`config.mk`:
```
export PLATFORM = sky130hd
export DESIGN_NAME = decoder_3_to_8
export DESIGN_NICKNAME = d
export VERILOG_FILES = /design/src/rtl/decoder_pkg.sv /design/src/rtl/onehot_dec.sv /design/src/rtl/decoder_3_to_8.sv
export SDC_FILE = /design/constraint.sdc
export NUM_CORES = 1
export LEC_CHECK = 0
export ABC_CLOCK_PERIOD_IN_PS = 1000
export CORE_AREA = 8 8 45 47
export CTS_CLUSTER_DIAMETER = 60
export DETAILED_ROUTE_END_ITERATION = 8
export DIE_AREA = 0 0 53 55
export GPL_TIMING_DRIVEN = 0
export PLACE_DENSITY = 0.5
export SLEW_MARGIN = 20
export SYNTH_ARGS = -nofsm -noshare
export SYNTH_HDL_FRONTEND = slang
export SYNTH_SLANG_ARGS = --single-unit
export TNS_END_PERCENT = 5
```
`constraint.sdc`:
```
create_clock -name sys_clk -period 1 [get_ports sys_clk]
set_input_delay 0.15 -clock sys_clk [delete_from_list [all_inputs] [get_ports sys_clk]]
set_output_delay 0.15 -clock sys_clk [all_outputs]
set_load 0.02 [all_outputs]
```
`src/rtl/decoder_pkg.sv`:
```
// Shared types and constants for the registered 3-to-8 decoder.
// DECODER_3_8_ACTIVE_LOW_EN selects active-low (74x138-style) outputs.
package decoder_pkg;

  localparam int unsigned SEL_W = 3;
  localparam int unsigned OUT_W = 8;

  typedef logic [SEL_W-1:0] sel_t;
  typedef logic [OUT_W-1:0] onehot_t;

  // All outputs inactive: the reset value and the illegal-select value.
`ifdef DECODER_3_8_ACTIVE_LOW_EN
  localparam onehot_t ONEHOT_IDLE = '1;
`else
  localparam onehot_t ONEHOT_IDLE = '0;
`endif

endpackage : decoder_pkg

```
`src/rtl/onehot_dec.sv`:
```
// Combinational binary-to-one-hot decoder; any select that is not 0..7 yields all zeros.
module onehot_dec
  import decoder_pkg::*;
(
  input  sel_t    sel,
  output onehot_t onehot
);

  always_comb begin
    onehot = '0;
    case (sel)
      3'd0:    onehot = 8'h01;
      3'd1:    onehot = 8'h02;
      3'd2:    onehot = 8'h04;
      3'd3:    onehot = 8'h08;
      3'd4:    onehot = 8'h10;
      3'd5:    onehot = 8'h20;
      3'd6:    onehot = 8'h40;
      3'd7:    onehot = 8'h80;
      default: onehot = '0;
    endcase
  end

endmodule : onehot_dec

```
`src/rtl/decoder_3_to_8.sv`:
```
// Registered 3-to-8 one-hot decoder, one cycle latency, all outputs flop-driven.
// Define DECODER_3_8_ACTIVE_LOW_EN for active-low outputs (reset value 8'hFF).
module decoder_3_to_8
  import decoder_pkg::*;
(
  input  logic sys_clk,
  input  logic sys_rst_n,
  input  logic A0,
  input  logic A1,
  input  logic A2,
  output logic Y0,
  output logic Y1,
  output logic Y2,
  output logic Y3,
  output logic Y4,
  output logic Y5,
  output logic Y6,
  output logic Y7
);

  sel_t    sel;
  onehot_t dec;
  onehot_t y_d;
  onehot_t y_q;

  assign sel = {A2, A1, A0};

  onehot_dec u_onehot_dec (
    .sel    (sel),
    .onehot (dec)
  );

  // Inversion sits ahead of the register so the outputs stay flop-driven.
  always_comb begin
    y_d = dec;
`ifdef DECODER_3_8_ACTIVE_LOW_EN
    y_d = ~dec;
`endif
  end

  always_ff @(posedge sys_clk or negedge sys_rst_n) begin
    if (!sys_rst_n) y_q <= ONEHOT_IDLE;
    else            y_q <= y_d;
  end

  assign Y0 = y_q[0];
  assign Y1 = y_q[1];
  assign Y2 = y_q[2];
  assign Y3 = y_q[3];
  assign Y4 = y_q[4];
  assign Y5 = y_q[5];
  assign Y6 = y_q[6];
  assign Y7 = y_q[7];

endmodule : decoder_3_to_8

```
==> results.json, run 1 <==
{
  "die_area_um2": 2920,
  "path_delay_family": "flip-flops",
  "status": "completed",
  "yosys.area_share.xor_xnor_pct": 0,
  "p_leak_nw": 0.208,
  "max_slew_margin_pct": 76.4,
  "synthAdderAreaFrac_pct": 0,
  "ioPinCount": 13,
  "synth.area.mux_share_pct": 0,
  "synth_top_area_share_pct": 75.5,
  "nets": 38,
  "ys_seq_elements": 8,
  "slowest_delay_ns": 0.35,
  "path_clk_slew_ns": 0.06,
  "synthesis.area_um2": 265,
  "n_antenna_cell": 0,
  "cts.sinks": 8,
  "hpwl_um": 471,
  "synth_area_per_cell_um2": 16.6,
  "track_usage_pct": 4.79,
  "htreeDepth": 1,
  "regMostFlops": "y_q",
  "area_delta_synth_final_pct": 46.2,
  "synth-compound-area-share_pct": 0,
  "post_synth_and_or_nand_nor_area_fraction_pct": 24.5,
  "crit_buf_inv": 1,
  "wl_per_cell_um": 13.2,
  "drc": 0,
  "drive_gt1_share_pct": 48.4,
  "crit_path_max_fanout": 1,
  "wirelength_um": 620,
  "fin_crit_sh_pct": 90.6,
  "grt_first_pass_wirelength_um": 938,
  "start_kind": "flop",
  "period_minus_slack_ns": 0.906,
  "hold_path_class": "in -> async",
  "worstMarginPinSlew_ns": 0.353,
  "largest_register_ffs": 8,
  "fillerInstances": 154,
  "cts_hold_buffers": 0,
  "antenna_found_initial": 0,
  "first_global_vias": 208,
  "setup_tns_ns": 0,
  "die_x_um": 53,
  "cts_root_buf": "clkbuf_4",
  "tritoncts": "done",
  "fp-row-count": 14,
  "synth_cells": 16,
  "p_per_area_nw_per_um2": 1670,
  "grt_max_degree": 9,
  "netlist.top_cell.by_area": "dfrtp_1",
  "final_max_slew_viol_count": 0,
  "hold_viol": 0,
  "die_h_um": 55,
  "total_power_w": 0.000649,
  "viasPerCell": 3.62,
  "start_util_pct": 19.2,
  "yosys_warnings": 0,
  "gp_congestion": 0.607,
  "synth_area_leaders": "dfrtp_1 (75%), and3b_2 (11%), nor3b_1 (8.5%)",
  "critPathArrivalTime_ns": 0.76,
  "portBuffers": 12,
  "cp_cell_sequence": "buf_2",
  "dr.first_iter.drc_count": 1,
  "synth_cell_type_count": 5,
  "syn_nets": 21,
  "clockBufferDepth": 2,
  "post_cts_buffers": 0,
  "crit_type": "reg -> out",
  "antenna_left": 0,
  "coreArea_um2": 1380,
  "required_ns": 0.85,
  "synth_top_family_by_area": "simple AND/OR/NAND/NOR gates",
  "rsz0062_at_grt": "no",
  "peakVddDrop_mv": 0.381,
  "slowest_stage": "dfrtp_1",
  "cts-resized-gates": 32,
  "firstDrtPassIters": 2,
  "fmax_mhz": 1100,
  "setup_viol": 0,
  "end_kind": "primary output",
  "ys_seq_area_share_pct": 75.5,
  "numCtsBuffers": 3,
  "final_cell_mix": "buf_2 (8), dfrtp_1 (8), clkdlybuf4s50_1 (4)",
  "reg.largest.list": "y_q x8",
  "max_cap_viol_count": 0,
  "vias": 170,
  "overflow": 0
}
-- cell usage after synthesis, drive strengths merged --
| cell type | number |
|---|---|
| and3 | 1 |
| nor3b | 3 |
| dfrtp | 8 |
| nor3 | 1 |
| and3b | 3 |
-- metal layers --
metal	GRT usage (%)	vias up	share of wire [%]
li1	-	86	-
met1	4.97	71	48
met2	5.47	13	30
met3	4.81	0	22
met4	3.88	0	0
met5	0	-	0
-- cell type report --
cell class | instances | area (um2) | share of cell area [%]
repair buffers | 12 | 80.1 | 20.6
multi-input cells | 8 | 65.1 | 16.8
flip-flops and latches | 8 | 200 | 51.6
well taps | 16 | 20.0 | 5.16
clock buffers | 3 | 22.5 | 5.81
-- worst paths after layout --
| path | end | from | cells past startpoint | slack (ns) |
|---|---|---|---|---|
| min in group sys_clk | y_q[1]$_DFF_PN0_ | A1 | 2 | 0.62 |
| max | Y1 | y_q[1]$_DFF_PN0_ | 1 | 0.09 |
| max in group asynchronous | y_q[4]$_DFF_PN0_ | sys_rst_n | 1 | 0.56 |
| min | y_q[7]$_DFF_PN0_ | sys_rst_n | 1 | 0.17 |
-- kinds of logic (layout without fill, tap and decap cells) --
kind of cell           Yosys count  after routing
buffers and inverters            0             15
flip-flops                       8              8
AND/OR/NAND/NOR                  8              8
-- where the power goes --
part           switching (W)  internal (W)
clock network       0.000101      0.000137
logic              0.0000420     0.0000314
registers         0.00000240      0.000336
-- stage by stage --
stage,utilization (%),setup slack [ns],instances,hold WS (ns),cell area (um2)
after floorplan,-,0.434,16,-0.146,265
after global placement,29.3,-0.0722,44,0.442,405
after detailed placement,29.3,-0.113,44,0.452,405
after CTS,28.0,0.0774,47,0.183,388
after global routing,28.0,0.0566,47,0.210,388
final,28.0,0.0941,47,0.174,388
Note: power is estimated with default switching activity, not from simulation.
==> run 2, diff against run 1 <==
CAP_MARGIN = 25   (was default)
==> results of run 2 <==
No change in the layout: final DEF, timing and power equal those of run 1.
